### src/rtl/mc_control_unit.sv
// Multicycle MIPS control FSM: sequences PC/IR/regfile/ALU/memory controls per instruction.
// Latency: R 4, lw 5, sw 4, beq/bne 3, j 3, jal 3, imm 4 cycles with memory always ready.
// Backpressure: IF/MEM_R/MEM_W stall on mem_ready=0 and time out to ERR; enabled by MC_CTRL_MEM_WAIT_EN.
module mc_control_unit #(
    parameter int OP_W     = 6,
    parameter int WAIT_W   = 4,
    parameter int MAX_WAIT = 15
) (
    input  logic            clk,
    input  logic            reset,
    input  logic [OP_W-1:0] op,
    input  logic            mem_ready,
    output logic            pc_w,
    output logic            pc_wc,
    output logic            pc_wnc,
    output logic [1:0]      pc_src,
    output logic            mem_r,
    output logic            mem_w,
    output logic            ireg_w,
    output logic [1:0]      regdst,
    output logic            reg_w,
    output logic [1:0]      memtoreg,
    output logic            alu_srca,
    output logic [1:0]      alu_srcb,
    output logic [2:0]      alu_op,
    output logic [3:0]      state,
    output logic            illegal_op,
    output logic            mem_err
);

    typedef enum logic [3:0] {
        S_IF       = 4'd0,
        S_ID       = 4'd1,
        S_EX_I     = 4'd2,
        S_MEM_R    = 4'd3,
        S_MEM2REG  = 4'd4,
        S_MEM_W    = 4'd5,
        S_EX_R     = 4'd6,
        S_ALU2REG  = 4'd7,
        S_EX_B     = 4'd8,
        S_EX_J     = 4'd9,
        S_EX_JAL   = 4'd10,
        S_EX_IMM   = 4'd11,
        S_IMM2REG  = 4'd12,
        S_ERR      = 4'd13
    } state_t;

    localparam logic [OP_W-1:0] OP_RTYPE = OP_W'(6'b000000);
    localparam logic [OP_W-1:0] OP_LW    = OP_W'(6'b100011);
    localparam logic [OP_W-1:0] OP_SW    = OP_W'(6'b101011);
    localparam logic [OP_W-1:0] OP_BEQ   = OP_W'(6'b000100);
    localparam logic [OP_W-1:0] OP_BNE   = OP_W'(6'b000101);
    localparam logic [OP_W-1:0] OP_J     = OP_W'(6'b000010);
    localparam logic [OP_W-1:0] OP_JAL   = OP_W'(6'b000011);
    localparam logic [OP_W-1:0] OP_ADDI  = OP_W'(6'b001000);
    localparam logic [OP_W-1:0] OP_ANDI  = OP_W'(6'b001100);
    localparam logic [OP_W-1:0] OP_ORI   = OP_W'(6'b001101);
    localparam logic [OP_W-1:0] OP_SLTI  = OP_W'(6'b001010);

    localparam logic [2:0] ALU_ADD   = 3'b000;
    localparam logic [2:0] ALU_SUB   = 3'b001;
    localparam logic [2:0] ALU_FUNCT = 3'b010;
    localparam logic [2:0] ALU_AND   = 3'b011;
    localparam logic [2:0] ALU_OR    = 3'b100;
    localparam logic [2:0] ALU_SLT   = 3'b101;

    state_t state_q;
    state_t state_d;
    logic   rdy;       // effective memory-ready
    logic   timeout;   // wait budget exhausted this cycle

    assign state = state_q;

`ifdef MC_CTRL_MEM_WAIT_EN
    logic [WAIT_W-1:0] wait_cnt;
    logic              in_wait;
    logic              mem_err_q;

    assign rdy     = mem_ready;
    assign in_wait = (state_q == S_IF) || (state_q == S_MEM_R) || (state_q == S_MEM_W);
    assign timeout = in_wait && !mem_ready && (wait_cnt == WAIT_W'(MAX_WAIT));
    assign mem_err = mem_err_q;

    // Count stalled cycles in the current memory-facing state; any state change restarts it.
    always_ff @(posedge clk or posedge reset) begin
        if (reset) begin
            wait_cnt <= '0;
        end else if (state_d != state_q) begin
            wait_cnt <= '0;
        end else if (in_wait && !mem_ready) begin
            wait_cnt <= wait_cnt + 1'b1;
        end
    end

    // Sticky timeout flag, only cleared by reset.
    always_ff @(posedge clk or posedge reset) begin
        if (reset) begin
            mem_err_q <= 1'b0;
        end else if (timeout) begin
            mem_err_q <= 1'b1;
        end
    end
`else
    // Memory is treated as always ready: no stalls, no counter, no timeout.
    logic              unused_mem_ready;
    logic [WAIT_W-1:0] unused_wait_cfg;

    assign unused_mem_ready = mem_ready;
    assign unused_wait_cfg  = WAIT_W'(MAX_WAIT);
    assign rdy              = 1'b1;
    assign timeout          = 1'b0;
    assign mem_err          = 1'b0;
`endif

    // ALU function for the immediate ops; held through IMMtoREG since op comes from the stable IR.
    function automatic logic [2:0] imm_alu_op(input logic [OP_W-1:0] opc);
        case (opc)
            OP_ANDI: imm_alu_op = ALU_AND;
            OP_ORI:  imm_alu_op = ALU_OR;
            OP_SLTI: imm_alu_op = ALU_SLT;
            default: imm_alu_op = ALU_ADD;
        endcase
    endfunction

    // State register.
    always_ff @(posedge clk or posedge reset) begin
        if (reset) begin
            state_q <= S_IF;
        end else begin
            state_q <= state_d;
        end
    end

    // Next-state logic; a ready memory wins over a simultaneous timeout.
    always_comb begin
        state_d = state_q;
        case (state_q)
            S_IF: begin
                if (rdy)          state_d = S_ID;
                else if (timeout) state_d = S_ERR;
            end
            S_ID: begin
                case (op)
                    OP_RTYPE:                          state_d = S_EX_R;
                    OP_LW, OP_SW:                      state_d = S_EX_I;
                    OP_BEQ, OP_BNE:                    state_d = S_EX_B;
                    OP_J:                              state_d = S_EX_J;
                    OP_JAL:                            state_d = S_EX_JAL;
                    OP_ADDI, OP_ANDI, OP_ORI, OP_SLTI: state_d = S_EX_IMM;
                    default:                           state_d = S_IF;
                endcase
            end
            S_EX_I:    state_d = (op == OP_LW) ? S_MEM_R : S_MEM_W;
            S_MEM_R: begin
                if (rdy)          state_d = S_MEM2REG;
                else if (timeout) state_d = S_ERR;
            end
            S_MEM2REG: state_d = S_IF;
            S_MEM_W: begin
                if (rdy)          state_d = S_IF;
                else if (timeout) state_d = S_ERR;
            end
            S_EX_R:    state_d = S_ALU2REG;
            S_ALU2REG: state_d = S_IF;
            S_EX_B:    state_d = S_IF;
            S_EX_J:    state_d = S_IF;
            S_EX_JAL:  state_d = S_IF;
            S_EX_IMM:  state_d = S_IMM2REG;
            S_IMM2REG: state_d = S_IF;
            S_ERR:     state_d = S_ERR;
            default:   state_d = S_IF;   // unused codes 14/15 recover to fetch
        endcase
    end

    // Output decode: Moore per state, IF write enables qualified by ready, everything zero in reset.
    always_comb begin
        pc_w       = 1'b0;
        pc_wc      = 1'b0;
        pc_wnc     = 1'b0;
        pc_src     = 2'b00;
        mem_r      = 1'b0;
        mem_w      = 1'b0;
        ireg_w     = 1'b0;
        regdst     = 2'b00;
        reg_w      = 1'b0;
        memtoreg   = 2'b00;
        alu_srca   = 1'b0;
        alu_srcb   = 2'b00;
        alu_op     = ALU_ADD;
        illegal_op = 1'b0;
        case (state_q)
            S_IF: begin
                mem_r    = 1'b1;
                alu_srcb = 2'b01;
                pc_w     = rdy;
                ireg_w   = rdy;
            end
            S_ID: begin
                alu_srcb = 2'b11;
                case (op)
                    OP_RTYPE, OP_LW, OP_SW, OP_BEQ, OP_BNE, OP_J, OP_JAL,
                    OP_ADDI, OP_ANDI, OP_ORI, OP_SLTI: illegal_op = 1'b0;
                    default:                           illegal_op = 1'b1;
                endcase
            end
            S_EX_I: begin
                alu_srca = 1'b1;
                alu_srcb = 2'b10;
            end
            S_MEM_R: mem_r = 1'b1;
            S_MEM2REG: begin
                reg_w    = 1'b1;
                memtoreg = 2'b01;
            end
            S_MEM_W: mem_w = 1'b1;
            S_EX_R: begin
                alu_srca = 1'b1;
                alu_op   = ALU_FUNCT;
            end
            S_ALU2REG: begin
                reg_w  = 1'b1;
                regdst = 2'b01;
            end
            S_EX_B: begin
                alu_srca = 1'b1;
                alu_op   = ALU_SUB;
                pc_src   = 2'b01;
                pc_wc    = (op == OP_BEQ);
                pc_wnc   = (op == OP_BNE);
            end
            S_EX_J: begin
                pc_w   = 1'b1;
                pc_src = 2'b10;
            end
            S_EX_JAL: begin
                pc_w     = 1'b1;
                pc_src   = 2'b10;
                reg_w    = 1'b1;
                regdst   = 2'b10;
                memtoreg = 2'b10;
            end
            S_EX_IMM: begin
                alu_srca = 1'b1;
                alu_srcb = 2'b10;
                alu_op   = imm_alu_op(op);
            end
            S_IMM2REG: begin
                reg_w  = 1'b1;
                alu_op = imm_alu_op(op);
            end
            default: ;   // ERR and unused codes: all controls low
        endcase
        if (reset) begin
            pc_w       = 1'b0;
            pc_wc      = 1'b0;
            pc_wnc     = 1'b0;
            pc_src     = 2'b00;
            mem_r      = 1'b0;
            mem_w      = 1'b0;
            ireg_w     = 1'b0;
            regdst     = 2'b00;
            reg_w      = 1'b0;
            memtoreg   = 2'b00;
            alu_srca   = 1'b0;
            alu_srcb   = 2'b00;
            alu_op     = ALU_ADD;
            illegal_op = 1'b0;
        end
    end

endmodule
### config.mk
export PLATFORM = sky130hd
export DESIGN_NAME = mc_control_unit
export DESIGN_NICKNAME = d
export VERILOG_FILES = /design/src/rtl/mc_control_unit.sv
export SDC_FILE = /design/constraint.sdc
export NUM_CORES = 1
export LEC_CHECK = 0
export CAP_MARGIN = 20
export CORE_MARGIN = 2
export CORE_UTILIZATION = 44
export CTS_CLUSTER_SIZE = 28
export DETAILED_ROUTE_END_ITERATION = 12
export MAX_ROUTING_LAYER = met4
export PLACE_DENSITY = 0.95
export SKIP_LAST_GASP = 1
export SYNTH_ARGS = -nofsm -noshare
export SYNTH_HDL_FRONTEND = slang
export SYNTH_SLANG_ARGS = --single-unit
### constraint.sdc
create_clock -name clk -period 2.32 [get_ports clk]
set_input_delay 0.348 -clock clk [delete_from_list [all_inputs] [get_ports clk]]
set_output_delay 0.348 -clock clk [all_outputs]
set_load 0.01 [all_outputs]
==> reports/qor.yml, run 1 <==
setup_slack_ns: -0.000453
syn_nets: 120
finalClockSkew_ns: 0.0147
p_leak_nw: 0.604
rows: 14
dr.first_iter.drc_count: 69
insertion_delay_ns: 0.25
finalCritPeriodShare: 1.00
drtPass1Iterations: 4
yosys-top-cells-area: "dfrtp_1 (14%), nor2_1 (9.1%), nor3_1 (6.8%)"
setup_viol: 1
cp.arrival_ns: 1.97
synth-seq-cells: 4
hold_viol: 0
yosysWarnings: 0
num_vias: 1084
grt_pass1_vias: 934
area_delta_synth_final_pct: 63.5
synth.largest_area_cell: "dfrtp_1"
antenna_found_initial: 0
p_per_area_nw_per_um2: 604
maxCapViolations: 0
port_buffers: 31
cts_tree: "done"
async_flop_share: 1.00
vdd_drop_max_v: 0.000374
synthTopCellsByCount: "nor2_1 (18), nor3_1 (10), o21ai_0 (8)"
postLayoutCellArea_um2: 1210
violations: "negative setup slack"
p_total_w: 0.000730
seqPwrFrac: 0.152
switching_share: 0.445
io_pins: 34
hold_buffers: 0
synthCells: 111
whs_ns: 0.657
die_h_um: 45.0
synth_ff_type: "dfrtp_1"
vias_per_cell: 6.23
cp_max_fo: 3
ant_nets: 0
synth_most_common_cell: "nor2_1"
place_congestion: 0.940
p_switching_w: 0.000325
drive_gt1_frac: 0.253
hpwlAfterDp_um: 2010
worstSetupPathType: "in -> out"
core_area_um2: 1540
diodes: 0
clk_pin_slew_worst_paths_ns: 0.05
grt_overflow_total: 0
intPower_w: 0.000405
p_clk_frac: 0.129
clock_path_buffers: 2
clock_sinks: 4
cts_buffers: 3
route.detailed.drc: 0
synth_top_area_frac: 0.135
min_path_type: "in -> async"
start_kind: "primary input"
place_area_um2: 1150
root_buffer: "clkbuf_4"
slew_violations: 0
grt_usage: 0.277
wire_per_inst_um: 15.8
syn-cell-area_um2: 739
yosysSeqAreaShare: 0.135
routed_wl_um: 2760
comb_power_share: 0.719
fin_tns_setup_ns: -0.000453
grt_pass1_wl_um: 3950
max_freq_mhz: 431
grt_max_degree: 13
die_area_um2: 2020
nNetsFinal: 169
n_fill_cell: 115
crit_required_ns: 1.97
largest_reg_flops: 4
die_w_um: 45.0
start_util: 0.480
synth_edf_count: 0
ys_types: 44
endpoint_kind: "output port"
avgSynthCellArea_um2: 6.66
cts_htree_levels: 1
post-route-min-period_ns: 2.32
status: "finished with violations"
[worst paths after layout]
check	startpoint	slack [ns]	to	depth (start not counted)
setup reg to reg	state[1]	0.79	state[1]	6
max in group asynchronous	reset	1.53	state[3]	4
hold / removal	reset	0.66	state[2]	4
hold reg to reg	state[3]	0.66	state[3]	1
min in group clk	state[3]	0.66	state[3]	1
setup / recovery	reset	-0.0005	ireg_w	5
[metal layers]
layer	up-vias	global-route usage	routed length [um]
li1	494	-	-
met3	17	0.0280	274
met5	-	-	0
met1	479	0.293	1020
met2	94	0.483	1340
met4	0	0.182	114
[power groups by stage]
stage | Sequential (W) | Clock, W | Combinational [W]
2_1_floorplan | 0.000112 | 0 | 0.000279
3_3_place_gp | 0.000107 | 0 | 0.000476
3_5_place_dp | 0.000110 | 0 | 0.000497
4_1_cts | 0.000109 | 0.0000929 | 0.000499
5_1_grt | 0.000112 | 0.0000960 | 0.000550
6_report | 0.000111 | 0.0000941 | 0.000524
[layout make-up]
cell class	instances	area, um^2	area share
clock buffers	3	22.5	0.0186
inverters	4	15.0	0.0124
multi-input cells	92	562	0.465
flip-flops and latches	4	101	0.0839
well taps	16	20.0	0.0166
repair buffers	55	488	0.404
[critical path, cell delays in order]
cell             delay (ns)
clkdlybuf4s50_1        0.43
or3_1                  0.37
buf_4                  0.17
nor2_1                 0.09
clkdlybuf4s50_1        0.57
[stage by stage]
stage | cells | worst slack [ns] | util
2_1_floorplan | 111 | 0.491 | -
3_3_place_gp | 169 | -0.129 | 0.746
3_5_place_dp | 169 | -0.154 | 0.746
4_1_cts | 172 | 0.00118 | 0.761
5_1_grt | 174 | -0.0151 | 0.784
6_report | 174 | -0.000453 | 0.784
[placed cells by master (no fill, tap or decap), types with 2 or more instances in the layout]
cell,n
a21oi_1,6
a22oi_1,2
and3_1,3
buf_4,22
clkbuf_4,3
clkdlybuf4s50_1,19
dfrtp_1,3
dlygate4sd2_1,9
dlymetal6s2s_1,3
inv_1,4
nand2_1,6
nand2b_1,2
nor2_1,15
nor2_2,3
nor2b_1,4
nor2b_2,2
nor3_1,9
nor4_1,2
o21ai_0,8
o22ai_1,2
or2b_2,2
[cells by family (layout without fill, tap and decap cells)]
family                 Yosys count  in the layout  share of synthesized area
multiplexers                     1              1                     0.0135
AO/OA/AOI/OAI                   27             27                      0.235
XOR/XNOR                         2              2                     0.0237
other                            1              1                    0.00507
buffers and inverters           15             62                      0.135
flip-flops                       4              4                      0.135
AND/OR/NAND/NOR                 61             61                      0.452
[what timing repair did]
| action | in CTS | in global routing |
|---|---|---|
| gates resized for setup | 13 | 8 |
| setup endpoints to repair | 11 | 8 |
| cloned | 0 | 1 |
| setup buffers | 0 | 1 |
No activity file was read; power rests on OpenSTA's default activity.
==> run 2: changes to the inputs <==
- SKIP_CTS_REPAIR_TIMING: unset -> 1
==> run 2 against run 1 <==
Effect of this change:
- the run still ends with negative setup slack left
- final cell count down 0.57%
- fmax barely moved
- design area is 2.6% higher
- total power shrank 0.81%
- combinational power barely moved
- non-clock buffer count down 1
- worst hold slack got worse by 0.020 ns
- register-to-register slack better by 0.03 ns
- global-route usage shrank 0.26 points
- wire length is 4.2% lower
- sequential power hardly changed
- critical path type unchanged
- critical endpoint unchanged
- highest routed layer unchanged
==> reports/qor.yml, run 2 (same netlist as run 1, synthesis figures left out) <==
path_delay_family: "buffers and inverters"  # unchanged
drive_gt1_frac: 0.255  # was 0.253
status: "finished with violations"  # unchanged
crit_slowest_cell: "clkdlybuf4s50_1"  # unchanged
cp.arrival_ns: 1.97  # about the same
worstSetupPathType: "in -> out"  # unchanged
seqPwrFrac: 0.152  # about the same
routed_wl_um: 2640  # was 2760 um
dr.first_iter.drc_count: 34  # was 69
layout.cells.non_filler: 173  # was 174
layout.cells.most_common_list: "buf_4 (22), clkdlybuf4s50_1 (19), nor2_1 (14), dlymetal6s2s_1 (12), nor3_1 (9)"  # was buf_4 (22), clkdlybuf4s50_1 (19), nor2_1 (15), nor3_1 (9), dlygate4sd2_1 (9)
grt_pass1_wl_um: 3920  # was 3950 um
comb_power_share: 0.722  # was 0.719
postLayoutCellArea_um2: 1240  # was 1210 um^2
die_h_um: 45.0  # unchanged
wl_met2_um: 1280  # was 1340 um
place_area_um2: 1150  # unchanged
wire_per_inst_um: 15.3  # was 15.8 um
clk_pin_slew_worst_paths_ns: 0.03  # was 0.05 ns
cts_tree: "done"  # unchanged
num_vias: 1087  # was 1084
die_w_um: 45.0  # unchanged
ant_nets: 0  # unchanged
grt_pass1_vias: 936  # was 934
vdd_drop_max_v: 0.000377  # was 0.000374 V
crit_required_ns: 1.97  # about the same
largest_reg_flops: 4  # unchanged
insertion_delay_ns: 0.25  # about the same
dr.max_layer_used: "met4"  # unchanged
area_delta_synth_final_pct: 67.7  # was 63.5%
drtPass1Iterations: 4  # unchanged
p_leak_nw: 0.706  # was 0.604 nW
crit_chain: "clkdlybuf4s50_1 -> or3_1 -> buf_4 -> nor2_1 -> clkdlybuf4s50_1"  # unchanged
p_switching_w: 0.000315  # was 0.000325 W
start_util: 0.480  # unchanged
maxCapViolations: 0  # unchanged
diodes: 0  # unchanged
cpPeakStageDelay_ns: 0.56  # was 0.57 ns
root_buffer: "clkbuf_4"  # unchanged
core_area_um2: 1540  # unchanged
grt_max_degree: 13  # unchanged
cts_htree_levels: 1  # unchanged
post-route-min-period_ns: 2.32  # about the same
crit_buf_inv: 3  # unchanged
p_per_area_nw_per_um2: 584  # was 604 nW/um^2
p_clk_frac: 0.126  # was 0.129
place_congestion: 0.940  # unchanged
switching_share: 0.435  # was 0.445
route.detailed.drc: 0  # unchanged
wl_met1_um: 951  # was 1020 um
slew_violations: 0  # unchanged
violations: "negative setup slack"  # unchanged
cpMostUsedCell: "clkdlybuf4s50_1"  # unchanged
final_common_cell: "buf_4"  # unchanged
setup_slack_ns: -0.00101  # was -0.000453 ns
antenna_found_initial: 0  # unchanged
clock_sinks: 4  # unchanged
grt_usage: 0.275  # was 0.277
start_kind: "primary input"  # unchanged
port_buffers: 31  # unchanged
met3_wirelength_um: 256  # was 274 um
finalClockSkew_ns: 0.0128  # was 0.0147 ns
die_area_um2: 2020  # unchanged
finalCritPeriodShare: 1.00  # about the same
endpoint_kind: "output port"  # unchanged
vias_per_cell: 6.28  # was 6.23
grt_overflow_total: 0  # unchanged
max_freq_mhz: 431  # about the same
fin_tns_setup_ns: -0.00101  # was -0.000453 ns
clock_path_buffers: 2  # unchanged
setup_viol: 1  # unchanged
min_path_type: "reg -> reg"  # was in -> async
rows: 14  # unchanged
io_pins: 34  # unchanged
hpwlAfterDp_um: 2010  # unchanged
cts_buffers: 3  # unchanged
dp_cells: 169  # unchanged
hold_viol: 0  # unchanged
whs_ns: 0.637  # was 0.657 ns
intPower_w: 0.000409  # was 0.000405 W
nNetsFinal: 168  # was 169
cp_max_fo: 3  # unchanged
==> run 2: cell count changes in the layout (fill, tap and decap cells not counted), sizes merged <==
cell,delta
dlygate4sd2,-9
dlymetal6s2s,+9
buf,-1
==> run 2: power groups by stage <==
stage	combinational (W)	sequential [W]	clock, W
3_3_place_gp	0.000476	0.000107	0
2_1_floorplan	0.000279	0.000112	0
3_5_place_dp	0.000497	0.000110	0
5_1_grt	0.000554	0.000111	0.0000960
6_report	0.000523	0.000110	0.0000910
4_1_cts	0.000505	0.000109	0.0000929
==> run 2: through the flow <==
step,setup WS (ns),utilization,total power [W]
3_3_place_gp,-0.129,0.746,0.000584
3_5_place_dp,-0.154,0.746,0.000607
6_report,-0.00101,0.804,0.000724
2_1_floorplan,0.491,-,0.000391
5_1_grt,-0.0355,0.804,0.000761
4_1_cts,-0.189,0.761,0.000707
==> run 2: final cells by class <==
type	count	area, um^2
clock buffers	3	22.5
fillers	109	302
inverters	4	15.0
multi-input cells	92	564
flip-flops and latches	4	101
well taps	16	20.0
repair buffers	54	517
==> run 2: routing by layer <==
layer / track usage / up-vias
met4: 0.194 / 0
met5: - / -
met3: 0.0320 / 28
met2: 0.469 / 88
met1: 0.291 / 478
li1: - / 493
==> run 2: path summary, 6_finish.rpt <==
kind / end / slack (ns) / depth (start not counted) / from
min in group asynchronous: state[2] / 0.66 / 4 / reset
max reg2reg: state[1] / 0.82 / 6 / state[1]
min: state[3] / 0.64 / 1 / state[3]
max: ireg_w / -0.001 / 5 / reset
max in group asynchronous: state[3] / 1.53 / 4 / reset
min reg2reg: state[3] / 0.64 / 1 / state[3]
==> run 2: worst reg2reg max path, delay by kind of cell, from the launching register on <==
kind                   cells  cell delay, ns
AND/OR/NAND/NOR            2            0.49
buffers and inverters      2            0.31
flip-flops                 1            0.40
AO/OA/AOI/OAI              2            0.17
